## src/rtl/motor_pkg.sv

```systemverilog
// Shared encoder definitions: direction encoding, step classes, FSM states
// and the quadrature phase helper used by the step decoder.
package motor_pkg;

  localparam logic DIR_FWD = 1'b1;
  localparam logic DIR_BWD = 1'b0;

  typedef enum logic [1:0] {
    STEP_NONE = 2'd0,
    STEP_FWD  = 2'd1,
    STEP_BWD  = 2'd2,
    STEP_ERR  = 2'd3
  } step_t;

  typedef enum logic {
    ST_FILL = 1'b0,
    ST_RUN  = 1'b1
  } enc_state_t;

  // Position of {A,B} along the forward cycle 00->10->11->01; a +1 phase
  // difference (mod 4) is a forward step, -1 backward, 2 both bits flipped.
  function automatic logic [1:0] quad_phase(input logic [1:0] ab);
    logic [1:0] ph;
    case (ab)
      2'b00:   ph = 2'd0;
      2'b10:   ph = 2'd1;
      2'b11:   ph = 2'd2;
      default: ph = 2'd3;
    endcase
    return ph;
  endfunction

endpackage

```

## src/rtl/quad_step_decode.sv

```systemverilog
// Synchronizes the asynchronous quadrature pair and classifies each cycle's
// change against the previous synchronized sample.
module quad_step_decode
  import motor_pkg::*;
(
  input  logic  cin,
  input  logic  rst_n,
  input  logic  i_enc_a,
  input  logic  i_enc_b,
  input  logic  i_fill,
  output step_t o_step
);

  logic [1:0] r_sync1;
  logic [1:0] r_sync2;
  logic [1:0] r_prev;
  logic [1:0] w_delta;

  // While filling, prev follows the first stage so that it equals the second
  // stage on entry to RUN; a level held through reset never looks like motion.
  always_ff @(posedge cin) begin
    if (!rst_n) begin
      r_sync1 <= 2'b00;
      r_sync2 <= 2'b00;
      r_prev  <= 2'b00;
    end else begin
      r_sync1 <= {i_enc_a, i_enc_b};
      r_sync2 <= r_sync1;
      r_prev  <= i_fill ? r_sync1 : r_sync2;
    end
  end

  always_comb begin
    w_delta = quad_phase(r_sync2) - quad_phase(r_prev);
    o_step  = STEP_NONE;
    if (!i_fill) begin
      case (w_delta)
        2'd1:    o_step = STEP_FWD;
        2'd3:    o_step = STEP_BWD;
        2'd2:    o_step = STEP_ERR;
        default: o_step = STEP_NONE;
      endcase
    end
  end

endmodule

```

## src/rtl/motor_encoder.sv

```systemverilog
// Quadrature encoder interface: 4x-decoded signed position, direction,
// sticky illegal-transition flag and windowed step-rate measurement.
module motor_encoder
  import motor_pkg::*;
#(
  parameter int CNT_W  = 16,
  parameter int SPD_W  = 16,
  parameter int WINDOW = 50000
) (
  input  logic                    cin,
  input  logic                    rst_n,
  input  logic                    enable,
  input  logic                    enc_a,
  input  logic                    enc_b,
  input  logic                    clear_pos,
  output logic signed [CNT_W-1:0] position,
  output logic                    dir,
  output logic        [SPD_W-1:0] speed,
  output logic                    speed_valid,
  output logic                    err
);

  localparam int WIN_W = $clog2(WINDOW);
  localparam logic [WIN_W-1:0] WIN_LAST = WIN_W'(WINDOW - 1);

  enc_state_t r_state, w_state_nxt;
  logic       r_fill_cnt, w_fill_cnt_nxt;

  logic [CNT_W-1:0] r_position;
  logic             r_dir;
  logic             r_err;
  logic [SPD_W-1:0] r_speed;
  logic             r_speed_valid;
  logic [WIN_W-1:0] r_win_cnt;
  logic [SPD_W-1:0] r_step_cnt;

  step_t            w_step;
  logic             w_fill;
  logic             w_active;
  logic             w_fwd;
  logic             w_bwd;
  logic             w_ill;
  logic [SPD_W-1:0] w_step_sat;

  assign w_fill = (r_state == ST_FILL);

  quad_step_decode u_dec (
    .cin     (cin),
    .rst_n   (rst_n),
    .i_enc_a (enc_a),
    .i_enc_b (enc_b),
    .i_fill  (w_fill),
    .o_step  (w_step)
  );

  always_ff @(posedge cin) begin
    if (!rst_n) begin
      r_state    <= ST_FILL;
      r_fill_cnt <= 1'b0;
    end else begin
      r_state    <= w_state_nxt;
      r_fill_cnt <= w_fill_cnt_nxt;
    end
  end

  // Two FILL cycles let the synchronizer settle; RUN is then permanent.
  always_comb begin
    w_state_nxt    = r_state;
    w_fill_cnt_nxt = r_fill_cnt;
    case (r_state)
      ST_FILL: begin
        w_fill_cnt_nxt = 1'b1;
        if (r_fill_cnt) w_state_nxt = ST_RUN;
      end
      ST_RUN: w_state_nxt = ST_RUN;
    endcase
  end

  assign w_active = (r_state == ST_RUN) && enable;
  assign w_fwd    = w_active && (w_step == STEP_FWD);
  assign w_bwd    = w_active && (w_step == STEP_BWD);
  assign w_ill    = w_active && (w_step == STEP_ERR);

  assign w_step_sat = ((w_fwd || w_bwd) && (r_step_cnt != '1)) ?
                      r_step_cnt + SPD_W'(1) : r_step_cnt;

  always_ff @(posedge cin) begin
    if (!rst_n) begin
      r_position <= '0;
      r_dir      <= DIR_FWD;
      r_err      <= 1'b0;
    end else begin
      if (clear_pos)  r_position <= '0;
      else if (w_fwd) r_position <= r_position + CNT_W'(1);
      else if (w_bwd) r_position <= r_position - CNT_W'(1);

      if (w_fwd)      r_dir <= DIR_FWD;
      else if (w_bwd) r_dir <= DIR_BWD;

      if (clear_pos)  r_err <= 1'b0;
      else if (w_ill) r_err <= 1'b1;
    end
  end

  // A step landing on the last window cycle is counted into that window.
  always_ff @(posedge cin) begin
    if (!rst_n) begin
      r_win_cnt     <= '0;
      r_step_cnt    <= '0;
      r_speed       <= '0;
      r_speed_valid <= 1'b0;
    end else begin
      r_speed_valid <= 1'b0;
      if (w_active) begin
        if (r_win_cnt == WIN_LAST) begin
          r_win_cnt     <= '0;
          r_step_cnt    <= '0;
          r_speed       <= w_step_sat;
          r_speed_valid <= 1'b1;
        end else begin
          r_win_cnt  <= r_win_cnt + WIN_W'(1);
          r_step_cnt <= w_step_sat;
        end
      end
    end
  end

  assign position    = r_position;
  assign dir         = r_dir;
  assign err         = r_err;
  assign speed       = r_speed;
  assign speed_valid = r_speed_valid;

endmodule

```

## config.mk

```make
export PLATFORM = sky130hd
export DESIGN_NAME = motor_encoder
export DESIGN_NICKNAME = d
export VERILOG_FILES = /design/src/rtl/motor_pkg.sv /design/src/rtl/quad_step_decode.sv /design/src/rtl/motor_encoder.sv
export SDC_FILE = /design/constraint.sdc
export NUM_CORES = 1
export LEC_CHECK = 0
export BUFFER_PORTS_ARGS = -buffer_cell sky130_fd_sc_hd__buf_2
export CORE_MARGIN = 5
export CORE_UTILIZATION = 53
export DETAILED_ROUTE_END_ITERATION = 16
export PLACE_DENSITY = 0.78
export SETUP_SLACK_MARGIN = 0.15
export SLEW_MARGIN = 20
export SYNTH_ARGS = -nofsm -noshare
export SYNTH_HDL_FRONTEND = slang
export SYNTH_SLANG_ARGS = --single-unit
```

## constraint.sdc

```tcl
create_clock -name cin -period 3.6 [get_ports cin]
set_clock_uncertainty 0.2 [all_clocks]
set_input_delay 0.9 -clock cin [delete_from_list [all_inputs] [get_ports cin]]
set_output_delay 0.9 -clock cin [all_outputs]
set_load 0.01 [all_outputs]
```

# --- Yosys cells after proc, flatten, opt, wreduce, memory -nomap -nowiden ---
# Index checks and enable logic that the tools add are counted.
classes:
  bitwise: 2
  n_addsub: 5
  eq_ne: 12
  n_reduce_logical: 13
  n_mux: 13
op_table:
  columns: ["op", "count"]
  rows:
  - ["2-to-1 mux 16 bit", 5]
  - ["adder 16 x 1 -> 16 bit (second input constant)", 3]
  - ["one-hot mux 2 bit (3 select lines)", 3]
  - ["== test 16 bit (second input constant)", 1]
  - ["== test 2 bit (second input constant)", 8]
  - ["inequality test 16 bit (second input constant)", 1]
  - ["subtractor 16 x 1 -> 16 bit (second input constant)", 1]
  - ["logical AND 1 bit", 5]
  - ["== test 2 x 1 -> 1 bit (second input constant)", 2]
  - ["zero test 2 bit", 2]
  - ["2-to-1 mux 2 bit", 2]
  - ["AND reduction 2 bit", 2]
  - ["OR reduction 2 bit", 2]
  - ["2-to-1 mux 1 bit", 2]
  - ["inverter 1 bit", 2]
  - ["one-hot mux 1 bit (2 select lines)", 1]
  - ["nonzero test 2 bit", 1]
  - ["subtractor 2 bit", 1]
  - ["logical OR 1 bit", 1]
word_totals:
  inputBits: 6
  reg_bits: 75
  elab_cells: 57
  out_inout_bits: 35

# --- Depth between registers and ports, before layout ---
# Gate-level depths: netlist of run 1.
logic_depth:
  ltp_word: 12
  depth_mapped: 17

# --- Cells and area by module ---
# A second synthesis of run 1 with hierarchy kept.
hier_totals:
  cells_unflattened: 480
  hier_area_um2: 4189.0
modules_own_cells:
  columns: ["mod", "n_inst", "area_per_inst_um2", "seq_area_each_um2", "cells_each"]
  rows:
  - ["motor_encoder", 1, 3822.4, 1381.3, 447]
  - ["quad_step_decode", 1, 366.6, 120.1, 33]

# --- Worst setup path before layout of run 1 ---
# Ideal clock, no wire load.
synth_path:
  kind: "flip-flop to flip-flop"
  startpoint: "register u_dec.r_sync2[0]"
  endpoint: "register r_position[14], in the netlist position[14]"
  required_ps: 3283
  t_arrival_ps: 3612
  n_path_buf: 1
  path_slack_ps: -329
  path_stages_with_launch: 16
  path_cell_list: "dfxtp_1 xnor2_1 ha_1 xnor2_1 xnor2_1 ha_1 o21ba_4 buf_6 or3_1 ha_1 nor2b_1 o31a_1 o31ai_1 o221ai_1 xor2_1 a22o_1"
synth_via:
  elab_chain_cells: 9
  word_cells_on_any_way: 16
  cone_classes: "add/sub (1); eq/ne (7); mux (4); reduce/logical (4)"
synth_lines:
  columns: ["item", "line", "rtl"]
  rows:
  - ["start, declared", "quad_step_decode.sv:15", "logic [1:0] r_sync2;"]
  - ["start signal, assigned", "quad_step_decode.sv:28", "r_sync2 <= r_sync1;"]
  - ["== test 2 bit or zero test 2 bit (tied branches)", "motor_pkg.sv:24", "case (ab)"]
  - ["one-hot mux 2 bit (3 select lines) *", "motor_pkg.sv:24", null]
  - ["subtractor 2 bit *", "quad_step_decode.sv:34", "w_delta = quad_phase(r_sync2) - quad_phase(r_prev);"]
  - ["== test 2 bit or == test 2 x 1 -> 1 bit (tied branches)", "quad_step_decode.sv:37", "case (w_delta)"]
  - ["one-hot mux 2 bit (3 select lines) *", "quad_step_decode.sv:37", null]
  - ["2-to-1 mux 2 bit *", "quad_step_decode.sv:36", "if (!i_fill) begin"]
  - ["== test 2 x 1 -> 1 bit or == test 2 bit (tied branches)", "motor_encoder.sv:80, motor_encoder.sv:81", null]
  - ["logical AND 1 bit, on equally long branches", "motor_encoder.sv:80, motor_encoder.sv:81", null]
  - ["2-to-1 mux 16 bit or nonzero test 2 bit (tied branches)", null, null]
  - ["end signal, assigned", "motor_encoder.sv:94", "else if (w_fwd) r_position <= r_position + CNT_W'(1);"]
  - ["end signal, assigned", "motor_encoder.sv:95", "else if (w_bwd) r_position <= r_position - CNT_W'(1);"]
  - ["end, declared", "motor_encoder.sv:29", "logic [CNT_W-1:0] r_position;"]
# Every way passes the cells marked *; elsewhere a longest branch is shown, timed or not.
# A chain may end at the register's enable or synchronous reset.

# --- Worst setup path after layout of run 1 ---
layout_path:
  startpoint: "register u_dec.r_prev[1]"
  endpoint: "register r_position[12], in the netlist position[12]"
layout_via:
  elab_chain_cells: 9
  word_cells_on_any_way: 16
  cone_classes: "add/sub (1); eq/ne (7); mux (4); reduce/logical (4)"
layout_lines:
  columns: ["item", "line", "rtl"]
  rows:
  - ["start, declared", "quad_step_decode.sv:16", "logic [1:0] r_prev;"]
  - ["start signal, assigned", "quad_step_decode.sv:29", "r_prev <= i_fill ? r_sync1 : r_sync2;"]
  - ["== test 2 bit or zero test 2 bit (tied branches)", "motor_pkg.sv:24", null]
  - ["one-hot mux 2 bit (3 select lines) *", "motor_pkg.sv:24", null]
  - ["subtractor 2 bit *", "quad_step_decode.sv:34", null]
  - ["== test 2 bit or == test 2 x 1 -> 1 bit (tied branches)", "quad_step_decode.sv:37", null]
  - ["one-hot mux 2 bit (3 select lines) *", "quad_step_decode.sv:37", null]
  - ["2-to-1 mux 2 bit *", "quad_step_decode.sv:36", null]
  - ["== test 2 x 1 -> 1 bit or == test 2 bit (tied branches)", "motor_encoder.sv:80, motor_encoder.sv:81", null]
  - ["logical AND 1 bit, on equally long branches", "motor_encoder.sv:80, motor_encoder.sv:81", null]
  - ["2-to-1 mux 16 bit or nonzero test 2 bit (tied branches)", null, null]
# Marked as above.

==> impl_metrics.csv, run 1 <==
group,metric,value,unit
status,status,"finished, violations left",
status,violations,"negative setup slack",
place,post_dp_cell_area,0.00450,mm2
min_path,whs_endpoint,"r_fill_cnt",
synthesis,synth_area_leader_cell,"dfxtp_1",
place,dp_slack,-0.0837,ns
timing,finalHoldViolCount,0,
clock_network,cts_tree,"done",
synthesis,ys_seq_area_frac,0.364,
clock_network,root_buffer,"clkbuf_8",
critical_path,rr_endpoint,"position[12]",
cells_and_area,stdcell_area,0.00492,mm2
synthesis,synth-warning-count,0,
drt,ant_nets,0,
drt,vias_per_cell,5.78,
min_path,min_from,"r_fill_cnt",
cells_and_area,nets,561,
place,dp_hpwl,6400,um
power,total_power,0.00201,W
drt,drtIter0Drc,182,
critical_path,cp_data_required_time,3.65,ns
clock_network,clock-sinks,75,
floorplanning,die_height,98.2,um
min_path,hold_depth,2,
drt,dr_total_vias,3699,
floorplanning,rows,32,
place,gp_congestion,0.887,
timing,fin_ws,-0.0172,ns
timing,period_minus_slack,3.62,ns
drt,wl_per_cell,14.8,um
clock_network,path_clk_slew,0.08,ns
cells_and_area,n_fill_cell,609,
clock_network,clock_path_buffers,2,
cells_and_area,layout-drive-gt1-share,0.232,
grt,antenna_found_initial,0,
synthesis,synth_top_area_frac,0.364,
clock_network,htree_levels,3,
synthesis,synth_cell_types,59,
grt,grt_max_degree,30,
power,leakage,1.89,nW
clock_network,clk_latency,0.36,ns
power,power_density,408,mW/mm2
floorplanning,io_pins,41,
grt,grt_use_total,0.199,
place,io_buffers,40,
synthesis,avgSynthCellArea,8.59,um2
critical_path,criticalPathCategory,"register to register",
grt,grt_overflow,0,
floorplanning,chipWidth,98.2,um
timing,relSlewSlack,0.606,
critical_path,rr_worst_depth,14,
synthesis,ys.flop_type,"dfxtp_1",
timing,drv_slew,0,
critical_path,r2r-start,"u_dec.r_prev[1]",
timing,final-setup-viol-count,2,
min_path,hp-class,"register to register",
grt,grt_pass1_wl,16200,um
synthesis,synth_edf_count,0,
cells_and_area,diodes,0,
timing,rsz0062_at_grt,"yes",
power,vdd_drop_max,0.222,mV
critical_path,end_kind,"register",
clock_network,holdBufCountCts,0,
synthesis,synthCells,480,
flow_run,cap_viol_max_count,0,
floorplanning,dieArea,0.00965,mm2
critical_path,arrival,3.67,ns
critical_path,reg2reg_slack,-0.02,ns
floorplanning,start_util,0.539,
synthesis,synth_area,0.00413,mm2
timing,tns,-0.0197,ns
drt,dr.pass1.iters,4,
timing,max_slew.worst_pin.slew,0.590,ns
clock_network,cts_buffers,9,
drt,drc,0,
synthesis,synth_fp_nets,508,
synthesis,ys_ff_latch,75,
floorplanning,core_area,0.00765,mm2
drt,drt_wl_total,9450,um
synthesis,async_flop_share,0,
synthesis,synth_area_leaders,"dfxtp_1 36%, ha_1 6.4%, nor2_1 4.8%",
timing,fmax,276,MHz
critical_path,start_kind,"register",
critical_path,cp_max_fo,5,
cells_and_area,area_growth,19.4,%
timing,fin_crit_sh,1.00,
grt,grt_pass1_vias,3591,
synthesis,ys_top_cells_by_count,"75 x dfxtp_1, 53 x nor2_1, 39 x nand2_1",
synthesis,yosysMostFrequentCell,"dfxtp_1",
==> registers in the layout, summed over array words and instances (netlist names) <==
| signal | count |
|---|---|
| r_state | 1 |
| u_dec.r_prev | 2 |
| err | 1 |
| speed_valid | 1 |
| u_dec.r_sync1 | 2 |
| speed | 16 |
| r_fill_cnt | 1 |
| dir | 1 |
| r_win_cnt | 16 |
| r_step_cnt | 16 |
| u_dec.r_sync2 | 2 |
| position | 16 |
==> routing by layer <==
layer | GRT usage | vias to the layer above | part of all wire
met1 | 0.245 | 1742 | 0.46
met3 | 0.0486 | 17 | 0.045
li1 | - | 1841 | -
met4 | 0.0693 | 0 | 0.016
met5 | 0 | - | 0
met2 | 0.339 | 99 | 0.48
==> cell usage in the layout (no fill, tap or decap), types with 7 or more instances in the layout <==
master | synthesis | layout
a21oi_1 | 38 | 34
inv_1 | 12 | 12
xor2_1 | 22 | 21
nor2_1 | 53 | 52
and2_1 | 10 | 9
and3_1 | 9 | 8
dfxtp_1 | 75 | 72
nand2_1 | 39 | 39
a211oi_1 | 14 | 14
nand3_1 | 17 | 17
buf_4 | 1 | 20
and4_1 | 7 | 7
clkbuf_8 | 0 | 9
nand4_1 | 17 | 17
buf_2 | 9 | 40
xnor2_1 | 19 | 17
a31oi_1 | 14 | 14
o21ai_0 | 22 | 16
ha_1 | 21 | 12
==> cell families (layout without fill, tap and decap cells) <==
group,Yosys count,count (layout),share of synthesized area
fa+ha+maj,22,22,0.0685
flops,75,75,0.364
xor+xnor,43,43,0.0977
mux,4,4,0.00971
simple gates,183,184,0.232
buf+inv,33,90,0.0373
compound gates,120,120,0.190
==> where the power goes <==
group / leakage, nW / total (W) / switching [W] / internal (W)
clock: 0.0984 / 0.000672 / 0.000342 / 0.000330
combinational: 1.18 / 0.000474 / 0.000257 / 0.000217
sequential: 0.608 / 0.000862 / 0.0000166 / 0.000845
==> worst max-delay path, cell delays in order (launching register included) <==
cell     delay, ns
dfxtp_2       0.33
xor2_2        0.16
ha_2          0.18
xnor2_2       0.15
xnor2_2       0.16
ha_1          0.22
o21ba_4       0.21
or3_4         0.41
ha_4          0.26
nor2b_1       0.14
o31a_1        0.29
o31a_1        0.30
o21ai_2       0.14
nand4_1       0.10
a32o_1        0.25
==> cell type report <==
type	count	area, um2	area share
Clock buffer	9	124	0.0252
Sequential cell	75	1510	0.306
Inverter	12	45.0	0.00915
Clock inverter	7	82.6	0.0168
Multi-Input combinational cell	373	2660	0.540
Timing Repair Buffer	62	382	0.0775
Tap cell	102	128	0.0259
==> worst max-delay path by stage <==
stage / startpoint / end / slack, ns
2_1_floorplan: u_dec.r_sync2[0] / position[12] / -0.02
3_3_place_gp: u_dec.r_prev[0] / position[12] / 0.02
3_5_place_dp: u_dec.r_prev[0] / position[11] / -0.08
4_1_cts: u_dec.r_prev[0] / position[12] / 0.06
5_1_grt: u_dec.r_prev[1] / position[14] / -0.12
6_report: u_dec.r_prev[1] / position[12] / -0.02
==> per-stage QoR <==
stage               hold WS [ns]  utilization  instances
CTS                        0.259        0.637        639
global placement           0.233        0.588        615
detailed placement         0.246        0.588        615
global route               0.286        0.644        640
floorplan                  0.226            -        480
finish                     0.257        0.644        640
==> timing repair <==
item	in CTS	in global routing
resized for setup	18	11
buffers inserted	7	1
setup endpoints to repair	10	12
pin swaps	16	5
cloned	1	0
Power figures use the tool's default switching activity.
==> inputs of run 2 (changes only) <==
--- a/config.mk
+++ b/config.mk
@@ -9,7 +9,7 @@
 export CORE_MARGIN = 5
 export CORE_UTILIZATION = 53
 export DETAILED_ROUTE_END_ITERATION = 16
-export PLACE_DENSITY = 0.78
+export PLACE_DENSITY = 0.75
 export SETUP_SLACK_MARGIN = 0.15
 export SLEW_MARGIN = 20
 export SYNTH_ARGS = -nofsm -noshare
==> constraint.sdc (replaced) <==
create_clock -name cin -period 4.11 [get_ports cin]
set_clock_uncertainty 0.2 [all_clocks]
set_input_delay 1.0275 -clock cin [delete_from_list [all_inputs] [get_ports cin]]
set_output_delay 1.0275 -clock cin [all_outputs]
set_load 0.01 [all_outputs]
==> run 2 against run 1 <==
Against the previous run: the flow now finishes without violations; maximum frequency is 4.3% lower; cell count is 2.3% lower; flip-flop and latch count stayed put; critical path depth is 1 higher; total power is 16% lower; worst setup slack better by 0.35 ns; critical path type unchanged; largest cell class unchanged.
==> impl_metrics.csv, run 2 (synthesis gave the netlist of run 1 again) <==
group,metric,value,unit
drt,met3_wirelength,327,um
timing,period_minus_slack,3.78,ns
power,power_switching,0.000486,W
critical_path,slowest_delay,0.40,ns
critical_path,path_common_cell,"ha_1",
floorplanning,core_area,0.00765,mm2
critical_path,cp_data_required_time,4.14,ns
critical_path,crit_family,"compound AO/OA/AOI/OAI gates",
timing,max_slew.worst_pin.slew,0.966,ns
cells_and_area,diodes,0,
power,intPower,0.00120,W
power,p_seq_frac,0.448,
place,gp_congestion,0.904,
timing,fin_ws,0.331,ns
clock_network,clk_latency,0.34,ns
place,dp_hpwl,6300,um
power,power_density,357,mW/mm2
critical_path,criticalPathCategory,"register to register",
floorplanning,start_util,0.539,
clock_network,clock-sinks,75,
floorplanning,io_pins,41,
grt,grt_overflow,0,
grt,grt_pass1_vias,3496,
drt,met2_length,4290,um
drt,dr.pass1.iters,4,
timing,finalHoldViolCount,0,
floorplanning,chipWidth,98.2,um
drt,highest_layer,"met4",
cells_and_area,n_fill_cell,663,
clock_network,root_buffer,"clkbuf_8",
cells_and_area,area_growth,14.3,%
timing,fmax,265,MHz
critical_path,start_kind,"register",
power,leakage,1.81,nW
power,p_clk_frac,0.339,
power,power_switching_share,0.288,
drt,drtIter0Drc,153,
critical_path,crit_chain,"xnor2_1 -> ha_1 -> xnor2_2 -> xnor2_2 -> ha_1 -> o21ba_4 -> or3_4 -> buf_6 -> ha_1 -> nand4_1 -> a21oi_1 -> nor2_1 -> o21ai_0 -> xor2_1 -> a22o_1",
place,dp_slack,0.110,ns
clock_network,clock_path_buffers,2,
timing,tns,0,ns
critical_path,cp_max_fo,9,
clock_network,path_clk_slew,0.08,ns
critical_path,critPathBufInv,1,
timing,fin_crit_sh,0.919,
timing,rsz0062_at_grt,"no",
drt,drt-met1-wl,4130,um
critical_path,arrival,3.81,ns
clock_network,holdBufCountCts,0,
drt,vias_per_cell,5.69,
drt,drc,0,
floorplanning,die_height,98.2,um
drt,ant_nets,0,
power,vdd_drop_max,0.176,mV
clock_network,cts_buffers,9,
clock_network,cts_tree,"done",
clock_network,htree_levels,3,
timing,final-setup-viol-count,0,
flow_run,cap_viol_max_count,0,
power,p_comb_frac,0.213,
drt,wl_per_cell,14.1,um
critical_path,slowest_stage,"or3_4",
cells_and_area,layout_commonest_cell,"dfxtp_1",
drt,drt_wl_total,8820,um
cells_and_area,layout-drive-gt1-share,0.182,
min_path,hp-class,"register to register",
grt,antenna_found_initial,0,
floorplanning,dieArea,0.00965,mm2
status,status,"completed",
critical_path,end_kind,"register",
floorplanning,rows,32,
grt,grt_pass1_wl,15400,um
grt,grt_max_degree,30,
grt,grt_use_total,0.188,
timing,relSlewSlack,0.352,
critical_path,reg2reg_slack,0.33,ns
cells_and_area,nets,546,
place,io_buffers,40,
drt,dr_total_vias,3555,
timing,drv_slew,0,
cells_and_area,mostFrequentLayoutCells,"74 x dfxtp_1, 53 x nor2_1, 40 x buf_2",
[run 2: cell count changes in the layout (fill, tap and decap cells not counted), moves of 2 or more]
cell and delta:
buf_4 -13, o21ai_0 +5, ha_1 +4, o21ai_1 -3
a21oi_1 +2, a21oi_4 -2, clkinvlp_4 -2, dfxtp_1 +2
dfxtp_2 -2, ha_2 -2, ha_4 -2, o21ai_2 -2
[run 2: per-layer routing]
layer / up-vias / global-route usage
met5: - / 0
met3: 6 / 0.0407
li1: 1810 / -
met2: 49 / 0.325
met1: 1690 / 0.240
met4: 0 / 0.0420
[run 2: power groups by stage]
stage	combinational (W)	sequential (W)	clock (W)
2_1_floorplan	0.000269	0.000770	0
3_3_place_gp	0.000327	0.000770	0
3_5_place_dp	0.000335	0.000770	0
4_1_cts	0.000338	0.000753	0.000586
5_1_grt	0.000402	0.000757	0.000619
6_report	0.000360	0.000755	0.000571
[run 2: final cells by class]
class                      instances  area [um2]  share of cell area
clock buffer                      11         141              0.0300
clock inverter                     5        61.3              0.0130
inverter                          12        45.0             0.00955
multi-input combinational        372        2570               0.546
sequential                        75        1500               0.319
tap                              102         128              0.0271
timing repair buffer              48         264              0.0560
[run 2: worst min-delay path: stages (launching register included)]
cell and delay, ns:
dfxtp_1 0.31, inv_1 0.05, a21oi_1 0.05
[run 2: per-stage QoR]
step           hold WS [ns]  cells  power [W]  area (um2)   util
4_1_cts               0.258    625    0.00168        4620  0.604
3_3_place_gp          0.232    609    0.00110        4410  0.577
5_1_grt               0.290    625    0.00178        4720  0.617
6_report              0.254    625    0.00169        4720  0.617
2_1_floorplan         0.226    480    0.00104        4130      -
3_5_place_dp          0.247    609    0.00110        4410  0.577
[run 2: what timing repair did]
| action | in CTS | in global routing |
|---|---|---|
| hold endpoints to repair | 0 | 0 |
| resized for setup | 1 | 20 |
| cloned | 0 | 0 |
| setup buffers | 0 | 0 |
| pin swaps | 0 | 2 |
| setup endpoints to repair | 2 | 6 |
[run 2: worst paths after layout]
kind / startpoint / endpoint / cells past startpoint
max: u_dec.r_sync2[0] / position[13] / 15
min: r_fill_cnt / r_fill_cnt / 2
max reg2reg: u_dec.r_sync2[0] / position[13] / 15
min reg2reg: r_fill_cnt / r_fill_cnt / 2
